File: src/rtl/rr_arb4_sel_if.sv
// Handshake bundle between the round-robin selector and its requesters/consumer.
// master = arbiter side (drives select/grant), slave = requester/consumer side.
interface rr_arb4_sel_if;
  logic [3:0] req;
  logic       ready;
  logic [1:0] sel;
  logic [3:0] grant;
  logic       valid;
  logic [3:0] hold_cnt;

  modport master (
    input  req,
    input  ready,
    output sel,
    output grant,
    output valid,
    output hold_cnt
  );

  modport slave (
    output req,
    output ready,
    input  sel,
    input  grant,
    input  valid,
    input  hold_cnt
  );
endinterface

File: src/rtl/rr_arb4_sel.sv
// Four-source round-robin selector for a downstream 4:1 mux, with a bounded
// tenure of MAX_HOLD transfers per grant. All outputs come straight from flops.
module rr_arb4_sel #(
  parameter int MAX_HOLD = 4
) (
  input  logic          clk,
  input  logic          rst,
  rr_arb4_sel_if.master bus
);

  typedef enum logic {
    IDLE  = 1'b0,
    GRANT = 1'b1
  } state_t;

  state_t     state_q, state_d;
  logic [1:0] sel_q, sel_d;
  logic [3:0] grant_q, grant_d;
  logic [3:0] hold_q, hold_d;
  logic       found;
  logic [1:0] winner;
  logic       xfer;
  logic       can_hold;

  // Search begins one past the last selection; the lowest offset is written
  // last so it wins. Offset 4 wraps back onto the last selection itself.
  function automatic logic [2:0] rr_pick(input logic [3:0] r, input logic [1:0] last);
    logic [2:0] res;
    logic [1:0] idx;
    res = 3'b000;
    for (int i = 3; i >= 0; i--) begin
      idx = last + 2'(i) + 2'd1;
      if (r[idx]) res = {1'b1, idx};
    end
    return res;
  endfunction

  function automatic logic [3:0] onehot(input logic [1:0] s);
    return 4'b0001 << s;
  endfunction

  always_comb begin
    {found, winner} = rr_pick(bus.req, sel_q);
  end

  assign xfer     = (state_q == GRANT) && bus.ready;
  assign can_hold = bus.req[sel_q] && (({1'b0, hold_q} + 5'd1) < 5'(MAX_HOLD));

  always_comb begin
    state_d = state_q;
    sel_d   = sel_q;
    grant_d = grant_q;
    hold_d  = hold_q;
    case (state_q)
      IDLE: begin
        grant_d = 4'b0000;
        hold_d  = 4'd0;
        if (found) begin
          state_d = GRANT;
          sel_d   = winner;
          grant_d = onehot(winner);
        end
      end
      GRANT: begin
        // Without a transfer the grant is frozen, whatever req does.
        if (xfer) begin
          if (can_hold) begin
            hold_d = hold_q + 4'd1;
          end else if (found) begin
            sel_d   = winner;
            grant_d = onehot(winner);
            hold_d  = 4'd0;
          end else begin
            state_d = IDLE;
            grant_d = 4'b0000;
            hold_d  = 4'd0;
          end
        end
      end
      default: begin
        state_d = IDLE;
        grant_d = 4'b0000;
        hold_d  = 4'd0;
      end
    endcase
  end

  // sel resets to 3 so that source 0 has first priority.
  always_ff @(posedge clk) begin
    if (rst) begin
      state_q <= IDLE;
      sel_q   <= 2'b11;
      grant_q <= 4'b0000;
      hold_q  <= 4'd0;
    end else begin
      state_q <= state_d;
      sel_q   <= sel_d;
      grant_q <= grant_d;
      hold_q  <= hold_d;
    end
  end

  assign bus.sel      = sel_q;
  assign bus.grant    = grant_q;
  assign bus.valid    = (state_q == GRANT);
  assign bus.hold_cnt = hold_q;

endmodule

File: src/flat_wrapper.sv
// flat-port wrapper written by rule: the top's interface ports become plain ports
module rr_arb4_sel_flat 
#(
  parameter int MAX_HOLD = 4
)
  (clk, rst, bus_req, bus_ready, bus_sel, bus_grant, bus_valid, bus_hold_cnt);
  rr_arb4_sel_if bus_i ();
  input  logic clk;
  input  logic rst;
  input wire logic [$bits(bus_i.req)-1:0] bus_req;
  input wire logic [$bits(bus_i.ready)-1:0] bus_ready;
  output wire logic [$bits(bus_i.sel)-1:0] bus_sel;
  output wire logic [$bits(bus_i.grant)-1:0] bus_grant;
  output wire logic [$bits(bus_i.valid)-1:0] bus_valid;
  output wire logic [$bits(bus_i.hold_cnt)-1:0] bus_hold_cnt;
  assign bus_i.req = bus_req;
  assign bus_i.ready = bus_ready;
  assign bus_sel = bus_i.sel;
  assign bus_grant = bus_i.grant;
  assign bus_valid = bus_i.valid;
  assign bus_hold_cnt = bus_i.hold_cnt;
  rr_arb4_sel #(.MAX_HOLD(MAX_HOLD)) u_core (.clk(clk), .rst(rst), .bus(bus_i));
endmodule
File: config.mk
export PLATFORM = sky130hd
export DESIGN_NAME = rr_arb4_sel_flat
export DESIGN_NICKNAME = d
export VERILOG_FILES = /design/src/rtl/rr_arb4_sel_if.sv /design/src/rtl/rr_arb4_sel.sv /design/src/flat_wrapper.sv
export SDC_FILE = /design/constraint.sdc
export NUM_CORES = 1
export LEC_CHECK = 0
export BUFFER_PORTS_ARGS = -buffer_cell sky130_fd_sc_hd__clkbuf_2
export CAP_MARGIN = 40
export CELL_PAD_IN_SITES_DETAIL_PLACEMENT = 0
export CELL_PAD_IN_SITES_GLOBAL_PLACEMENT = 1
export CORE_ASPECT_RATIO = 1.25
export CORE_UTILIZATION = 32
export CTS_CLUSTER_SIZE = 24
export DETAILED_ROUTE_END_ITERATION = 12
export PLACE_DENSITY_LB_ADDON = 0.12
export SYNTH_ARGS = -nofsm -noshare
export SYNTH_HDL_FRONTEND = slang
export SYNTH_SLANG_ARGS = --single-unit
File: constraint.sdc
create_clock -name clk -period 1.98 [get_ports clk]
set_input_delay 0.198 -clock clk [delete_from_list [all_inputs] [get_ports clk]]
set_output_delay 0.198 -clock clk [all_outputs]
set_load 0.03 [all_outputs]
==> flow_summary_export.csv <==
group,metric,value,unit
status,status,"finished clean",
setup_path,required,2.13,ns
place,gp_congestion,0.697,
pwr,p_switching,0.238,mW
cts,cts_buffers,3,
sta,maxSlewViolCount,0,
floorplanning,die_h,49.0,um
sta,fin_setup_tns,0,ns
setup_path,crit_chain,"mux4_2 > inv_2 > o31ai_4 > mux2_4",
finish,layout_commonest_cell,"clkbuf_2",
floorplanning,core,1600,um^2
worst_hold_path,min_delay_path_depth,2,
floorplanning,start_util,35.2,%
pwr,power_leakage,0.306,nW
grt,grt_pass1_vias,490,
cts,holdBufCountCts,0,
grt,grt_start_max_net_pins,9,
sta,worstMarginPinSlew,0.347,ns
cts,cts_setup_buffers,0,
yosys,synth_nets,69,
cts,cts_root_buffer,"clkbuf_4",
route,routed_wl,1180,um
route,drt-initial-drc-count,4,
yosys,ys.warnings.count,0,
pwr,pwr-share-clk,23.4,%
route,drt_first_pass_iters,2,
floorplanning,die_w,39.6,um
sta,maxSlewHeadroom,76.6,%
setup_path,slowest_stage,"mux4_2",
yosys,synthFlopType,"dfxtp_1",
sta,max_freq,611,MHz
sta,finalCriticalPeriod,1.64,ns
grt,grt-ovfl-total,0,
setup_path,crit_type,"reg -> reg",
sta,fin_crit_sh,82.6,%
pwr,total_power,0.654,mW
finish,n_antenna_cell,0,
place,io_buffers,17,
yosys,ys_seq_area_share,39.0,%
yosys,syn_area_per_cell,9.25,um^2
setup_path,crit_family,"multiplexers",
grt,grt_pass1_wl,2040,um
route,via_count,513,
floorplanning,ios,18,
finish,layout_common_cells,"17 x clkbuf_2, 11 x dfxtp_1, 8 x nor2_1",
cts,insertion_delay,0.27,ns
floorplanning,core.rowCount,16,
pwr,peakVddDrop,540,uV
worst_hold_path,min_to,"u_core.bus.valid",
finish,n_fill_cell,176,
setup_path,max_stage_delay,0.57,ns
setup_path,path_max_fanout,7,
sta,finalSetupViolations,0,
yosys,syn_area,564,um^2
route,drc_errors,0,
cts,cts.sinks,11,
cts,cts-resized-gates,0,
finish,drive_above_1_share,31.3,%
finish,syn_to_final_growth,25.1,%
worst_hold_path,hp-start,"rst",
finish,nets,92,
pwr,p_comb_share,34.6,%
place,dpl.hpwl,954,um
route,wl_per_cell,11.7,um
setup_path,worstSetupStartpointType,"flip-flop",
cts,path_clk_slew,0.08,ns
setup_path,r2r-end,"u_core.bus.sel[1]",
sta,rsz0062_at_grt,"no",
yosys,synth_seq_cells,11,
floorplanning,die_area,1940,um^2
setup_path,r2r_cells,4,
yosys,async_reset_ff_share,0,%
grt,antenna_found_initial,0,
yosys,synth_edf_count,0,
yosys,syn_inst,61,
job,drv_cap,0,
setup_path,timing.rr.start,"u_core.bus.sel[1]",
route,viasPerCell,5.08,
cts,cts_buffer_depth,2,
worst_hold_path,hold_class,"in -> reg",
pwr,intPower,0.416,mW
pwr,power_frac_seq,42.0,%
cts,htreeDepth,1,
pwr,switching_share,36.3,%
setup_path,r2r_slack,0.34,ns
setup_path,endpoint_kind,"flip-flop",
grt,gr-usage-all-layers,15.4,%
setup_path,cp_data_arrival_time,1.79,ns
route,final_antenna_net_count,0,
setup_path,critical_path_buf_inv_count,1,
yosys,synthDistinctLibCells,26,
cts,cts_tree,"yes",
sta,skew,0.00898,ns
sta,hold_viol,0,
setup_path,critPathLaunch,"u_core.bus.sel[1]",
pwr,p_per_area,927,nW/um^2
synthesized netlist by cell type (all sizes together), types with 2 or more instances:
cell type	number	area, um^2
mux2i	2	20.0
nor3	2	10.0
and2	2	12.5
o32ai	4	35.0
o21ai	2	10.0
nand2b	4	25.0
a21oi	2	10.0
nor2b	3	18.8
dfxtp	11	220
nor2	8	30.0
or3	2	12.5
nor4	2	12.5
inv	5	18.8
per-stage QoR:
step | setup WS [ns] | hold WS (ns) | util (%) | cell area, um^2 | instances
3_3_place_gp | 0.351 | 0.453 | 42.4 | 679 | 97
5_1_grt | 0.235 | 0.273 | 44.1 | 706 | 101
2_1_floorplan | 0.208 | 0.314 | - | 564 | 61
6_report | 0.344 | 0.244 | 44.1 | 706 | 101
4_1_cts | 0.327 | 0.248 | 44.1 | 706 | 101
3_5_place_dp | 0.340 | 0.448 | 42.4 | 679 | 97
registers in the layout, indices dropped and copies added, names as in the netlist:
register / flops
u_core.bus.hold_cnt: 4
u_core.bus.sel: 2
u_core.bus.grant: 4
u_core.bus.valid: 1
cell families after synthesis:
logic type	count (synthesis)	synth area share (%)
AND/OR/NAND/NOR	24	22.6
AO/OA/AOI/OAI	15	21.1
flip-flops	11	39.0
buffers and inverters	5	3.32
multiplexers	4	10.2
XOR/XNOR	1	1.55
adder cells (fa/ha/maj)	1	2.22
area by class of cell:
cell class                      count  area, um^2  area share, %
Inverter                            5        18.8           2.66
Tap cell                           18        22.5           3.19
Timing Repair Buffer               18        92.6           13.1
Clock buffer                        4        26.3           3.72
Sequential cell                    11         220           31.2
Multi-Input combinational cell     45         325           46.1
power groups by stage:
stage / logic, mW / registers (mW) / clock network (mW)
2_1_floorplan: 0.114 / 0.328 / 0
3_3_place_gp: 0.230 / 0.279 / 0
3_5_place_dp: 0.229 / 0.280 / 0
4_1_cts: 0.230 / 0.275 / 0.159
5_1_grt: 0.249 / 0.282 / 0.169
6_report: 0.226 / 0.274 / 0.153
worst max path at each step:
stage                                      to  slack, ns  cells after the start
after detailed placement    u_core.bus.sel[1]       0.34                      4
final                       u_core.bus.sel[1]       0.34                      4
after global routing      u_core.bus.grant[3]       0.24                      4
after CTS                   u_core.bus.sel[1]       0.33                      4
after global placement      u_core.bus.sel[1]       0.35                      4
after floorplan           u_core.bus.grant[0]       0.21                      3
worst register-to-register path: stages (launching register included):
cell,delay (ns)
dfxtp_1,0.46
mux4_2,0.57
inv_2,0.09
o31ai_4,0.11
mux2_4,0.31
routing by layer:
| metal | global-route usage (%) | part of all wire (%) |
|---|---|---|
| met5 | 0 | 0 |
| met4 | 8.62 | 1.2 |
| met3 | 5.48 | 2.8 |
| met1 | 16.7 | 45 |
| met2 | 24.6 | 51 |
No activity file was read; power rests on OpenSTA's default activity.
